$ cat src/rtl/fp_pipe_stage.sv
// Elastic valid/ready pipeline register (DEPTH slices) for the FP adder datapath.
// Define FP_PIPE_SKID_EN to add a registered-ready skid slot ahead of slice 0.
module fp_pipe_stage #(
  parameter int WIDTH = 97,
  parameter int DEPTH = 2
) (
  input  logic                          clk,
  input  logic                          reset,
  input  logic                          flush,
  input  logic                          in_valid,
  output logic                          in_ready,
  input  logic [WIDTH-1:0]              in_data,
  output logic                          out_valid,
  input  logic                          out_ready,
  output logic [WIDTH-1:0]              out_data,
  output logic [$clog2(DEPTH+2)-1:0]    count
);

  localparam int CW = $clog2(DEPTH+2);

  logic [DEPTH-1:0] v_q, v_d;
  logic [WIDTH-1:0] d_q [DEPTH];
  logic [WIDTH-1:0] d_d [DEPTH];
  logic [CW-1:0]    count_q, count_d;
  logic [DEPTH-1:0] adv;
  logic             accept;
  logic             deliver;
  logic             src_valid;
  logic [WIDTH-1:0] src_data;

`ifdef FP_PIPE_SKID_EN
  logic             s_valid_q, s_valid_d;
  logic [WIDTH-1:0] s_data_q, s_data_d;
`endif

  // A slice may load when it is empty or its occupant moves on this edge.
  always_comb begin : adv_chain
    logic run;
    adv = '0;
    run = !v_q[DEPTH-1] | out_ready;
    adv[DEPTH-1] = run;
    for (int k = DEPTH-2; k >= 0; k--) begin
      run = !v_q[k] | run;
      adv[k] = run;
    end
  end

  assign out_valid = v_q[DEPTH-1] & !flush;
  assign out_data  = d_q[DEPTH-1];
  assign count     = count_q;
  assign deliver   = out_valid & out_ready;
  assign accept    = in_valid & in_ready;

`ifdef FP_PIPE_SKID_EN
  assign in_ready  = !s_valid_q & !flush;
  assign src_valid = s_valid_q | accept;
  assign src_data  = s_valid_q ? s_data_q : in_data;
`else
  assign in_ready  = adv[0] & !flush;
  assign src_valid = accept;
  assign src_data  = in_data;
`endif

  always_comb begin
    v_d = v_q;
    d_d = d_q;
`ifdef FP_PIPE_SKID_EN
    s_valid_d = s_valid_q;
    s_data_d  = s_data_q;
`endif
    for (int k = 1; k < DEPTH; k++) begin
      if (adv[k]) begin
        v_d[k] = v_q[k-1];
        if (v_q[k-1]) d_d[k] = d_q[k-1];
      end
    end
    if (adv[0]) begin
      v_d[0] = src_valid;
      if (src_valid) d_d[0] = src_data;
    end
`ifdef FP_PIPE_SKID_EN
    if (s_valid_q && adv[0]) begin
      s_valid_d = 1'b0;
    end else if (accept && !adv[0]) begin
      s_valid_d = 1'b1;
      s_data_d  = in_data;
    end
`endif
    // Flush invalidates only; data registers keep their old contents.
    if (flush) begin
      v_d = '0;
`ifdef FP_PIPE_SKID_EN
      s_valid_d = 1'b0;
`endif
    end
  end

  always_comb begin
    count_d = count_q;
    if (accept && !deliver)      count_d = count_q + CW'(1);
    else if (deliver && !accept) count_d = count_q - CW'(1);
    if (flush) count_d = '0;
  end

  always_ff @(posedge clk) begin
    if (reset) begin
      v_q     <= '0;
      count_q <= '0;
      for (int k = 0; k < DEPTH; k++) d_q[k] <= '0;
`ifdef FP_PIPE_SKID_EN
      s_valid_q <= 1'b0;
      s_data_q  <= '0;
`endif
    end else begin
      v_q     <= v_d;
      count_q <= count_d;
      for (int k = 0; k < DEPTH; k++) d_q[k] <= d_d[k];
`ifdef FP_PIPE_SKID_EN
      s_valid_q <= s_valid_d;
      s_data_q  <= s_data_d;
`endif
    end
  end

endmodule
$ cat config.mk
export PLATFORM = sky130hd
export DESIGN_NAME = fp_pipe_stage
export DESIGN_NICKNAME = d
export VERILOG_FILES = /design/src/rtl/fp_pipe_stage.sv
export SDC_FILE = /design/constraint.sdc
export NUM_CORES = 1
export LEC_CHECK = 0
export BUFFER_PORTS_ARGS = -buffer_cell sky130_fd_sc_hd__buf_2
export CAP_MARGIN = 20
export CORE_ASPECT_RATIO = 0.8
export CORE_MARGIN = 2
export CORE_UTILIZATION = 45
export DETAILED_ROUTE_END_ITERATION = 10
export GPL_TIMING_DRIVEN = 0
export PLACE_DENSITY_LB_ADDON = 0.1
export REMOVE_ABC_BUFFERS = 1
export SLEW_MARGIN = 5
export SYNTH_ARGS = -nofsm -noshare
export SYNTH_HDL_FRONTEND = slang
export SYNTH_SLANG_ARGS = --single-unit
$ cat constraint.sdc
create_clock -name clk -period 2.4 [get_ports clk]
set_input_delay 0.48 -clock clk [delete_from_list [all_inputs] [get_ports clk]]
set_output_delay 0.48 -clock clk [all_outputs]
set_load 0.01 [all_outputs]
==> flow_summary.json <==
{
  "powerDensity_nw_per_um2": 675,
  "post-place-ws_ns": -0.0239,
  "synth_edf_count": 0,
  "post_cts_resized": 0,
  "cp_data_required_time_ns": 1.92,
  "htreeDepth": 4,
  "hold_viol": 0,
  "grt-ovfl-total": 0,
  "cts_buffer_depth": 2,
  "yosysTopAreaCellShare": 0.447,
  "max_freq_ghz": 0.476,
  "portBuffers": 202,
  "first_iter_violations": 488,
  "synth_cell_types": 25,
  "gr-usage-all-layers": 0.190,
  "grt_pass1_wl_um": 31900,
  "cts.sinks": 198,
  "dieArea_um2": 20900,
  "hold_path_class": "in2reg",
  "drt_first_pass_iters": 4,
  "async_reset_ff_frac": 0,
  "antenna_found_initial": 2,
  "yosysSeqAreaShare": 0.447,
  "post-dp-hpwl_um": 12000,
  "post-cts-setup-buffer-count": 0,
  "slew_viol_final": 0,
  "viasPerCell": 4.93,
  "wl_per_cell_um": 15.3,
  "hp-start": "flush",
  "max_stage_delay_ns": 0.50,
  "hold_path_end": "v_q[0]",
  "tightest_slew_ns": 0.694,
  "drc": 0,
  "netlist_area_um2": 8870,
  "dieWidth_um": 161,
  "crit_arrival_ns": 1.62,
  "ys_ff_latch": 198,
  "place.gp.congestion": 0.695,
  "crit_fanout": 18,
  "initial_utilization": 0.463,
  "hold_depth": 2,
  "cp-end-kind": "output pin",
  "cts_tree": "done",
  "clock_latency_ns": 0.43,
  "synth_area_leaders": "dfxtp_1, nand2b_1, mux2i_1",
  "area_delta_synth_final_pct": 12.5,
  "crit_buf_inv": 2,
  "grt_max_degree": 199,
  "r2r_cells": 5,
  "slew_headroom": 0.538,
  "crit_chain": "nor2b_4 -> buf_16 -> a21oi_1 -> buf_2",
  "cp_top_family": "flip-flops",
  "crit_slowest_cell": "dfxtp_1",
  "wl_um": 20000,
  "vias": 6438,
  "ys.flop_type": "dfxtp_1",
  "netlist_instances": 982,
  "leakagePower_nw": 3.95,
  "syn_avg_cell_area_um2": 9.03,
  "grt_pass1_vias": 6165,
  "post-route-util": 0.521,
  "fillers": 1862,
  "coreArea_um2": 19100,
  "synth_top_area_cell": "dfxtp_1",
  "drive_above_1_share": 0.240,
  "rsz0062_at_grt": "no",
  "path_class": "reg2out",
  "finalCriticalPeriod_ns": 2.10,
  "skew_ns": 0.0141,
  "num_rows": 45,
  "rrSetupSlack_ns": 0.32,
  "r2r-end": "out_data[55]",
  "postRouteAntennaNets": 0,
  "setup_slack_ns": 0.300,
  "r2r_start": "v_q[0]",
  "ys_warn_count": 0,
  "finalCritPeriodShare": 0.875,
  "peakVddDrop_v": 0.000384,
  "drv_cap": 0,
  "clockRootBuffer": "clkbuf_16",
  "cts_made_buffers": 17,
  "diodes": 0,
  "die_h_um": 130,
  "ctsHoldBuffers": 0,
  "io_pins": 203,
  "clkTransAtPathRegs_ns": 0.08,
  "status": "complete, no violations",
  "setup_viol": 0,
  "nets": 1138,
  "start_kind": "flop"
}
placed cells by master, fill, tap and decap left out, types with 2 or more instances in the layout:
| cell type | netlist | final |
|---|---|---|
| dfxtp_1 | 198 | 197 |
| buf_12 | 0 | 5 |
| clkbuf_16 | 0 | 17 |
| nand2b_1 | 196 | 195 |
| mux2i_1 | 97 | 97 |
| xor2_1 | 2 | 2 |
| nand3_1 | 97 | 97 |
| o21ai_0 | 98 | 98 |
| nor3_1 | 2 | 2 |
| buf_2 | 10 | 201 |
| buf_16 | 0 | 7 |
| buf_8 | 3 | 2 |
| a21oi_1 | 99 | 99 |
| inv_8 | 0 | 3 |
| clkinvlp_4 | 0 | 7 |
| clkbuf_1 | 57 | 2 |
worst reg2reg max path, delay by kind of cell, from the launching register on:
family,cells,cell delay [ns]
buffers and inverters,3,0.84
DFF,1,0.79
AOI/OAI and AO/OA,2,0.31
synthesized netlist by cell type, types with 2 or more instances:
| cell type | count |
|---|---|
| buf_4 | 104 |
| dfxtp_1 | 198 |
| buf_8 | 3 |
| buf_1 | 6 |
| mux2i_1 | 97 |
| nor3_1 | 2 |
| o21ai_0 | 98 |
| buf_6 | 2 |
| nand2b_1 | 196 |
| xor2_1 | 2 |
| nand3_1 | 97 |
| clkbuf_1 | 57 |
| buf_2 | 10 |
| a21oi_1 | 99 |
cell type report:
type                    instances  area [um2]  share of cell area
flip-flops and latches        198        3970               0.398
clock inverters                12         125              0.0125
clock buffers                  19         433              0.0434
multi-input cells             601        3790               0.380
inverters                       1        6.26            0.000627
repair buffers                216        1340               0.134
well taps                     258         323              0.0323
stage by stage:
step / power [mW] / setup TNS (ns) / std cells / area [um2] / hold WS, ns
final: 6.74 / 0 / 1305 / 9980 / 0.301
after global routing: 7.01 / 0 / 1305 / 9980 / 0.292
after CTS: 6.82 / 0 / 1303 / 9960 / 0.282
after detailed placement: 4.06 / -0.0239 / 1272 / 9410 / 0.461
after global placement: 4.09 / -1164.87 / 1259 / 9060 / 0.454
after floorplan: 3.81 / -444.93 / 799 / 7730 / 0.438
state kept, by name, summed over array words and instances, names as in the netlist:
name,flops
d_q,97
out_data,97
count,2
v_q,2
report_power, final:
group / total, mW / internal (mW) / switching (mW)
logic: 0.532 / 0.264 / 0.268
registers: 3.45 / 3.39 / 0.0623
clock network: 2.76 / 1.45 / 1.31
worst max-delay path by stage:
stage / cells after the start / endpoint / from
4_1_cts: 4 / in_ready / v_q[1]
3_5_place_dp: 7 / count[1] / out_ready
6_report: 4 / in_ready / v_q[1]
2_1_floorplan: 4 / count[1] / v_q[0]
3_3_place_gp: 5 / count[1] / v_q[0]
5_1_grt: 5 / out_data[45] / v_q[0]
routing by layer:
layer | wire (um) | part of all wire | GRT usage | vias to the layer above
met5 | 21 | 0.0010 | 0 | -
met4 | 136 | 0.0068 | 0.0410 | 4
met3 | 1350 | 0.068 | 0.0669 | 15
met2 | 8390 | 0.42 | 0.291 | 138
met1 | 10100 | 0.51 | 0.259 | 2980
li1 | - | - | - | 3301
cell families (layout without fill, tap and decap cells):
logic type	after synthesis	in the layout	synth area share
simple gates	300	301	0.197
compound gates	200	200	0.114
flops	198	198	0.447
buf+inv	184	248	0.129
mux	97	97	0.109
xor+xnor	2	2	0.00198
fa+ha+maj	1	1	0.00141
(Power assumes the default switching activity.)
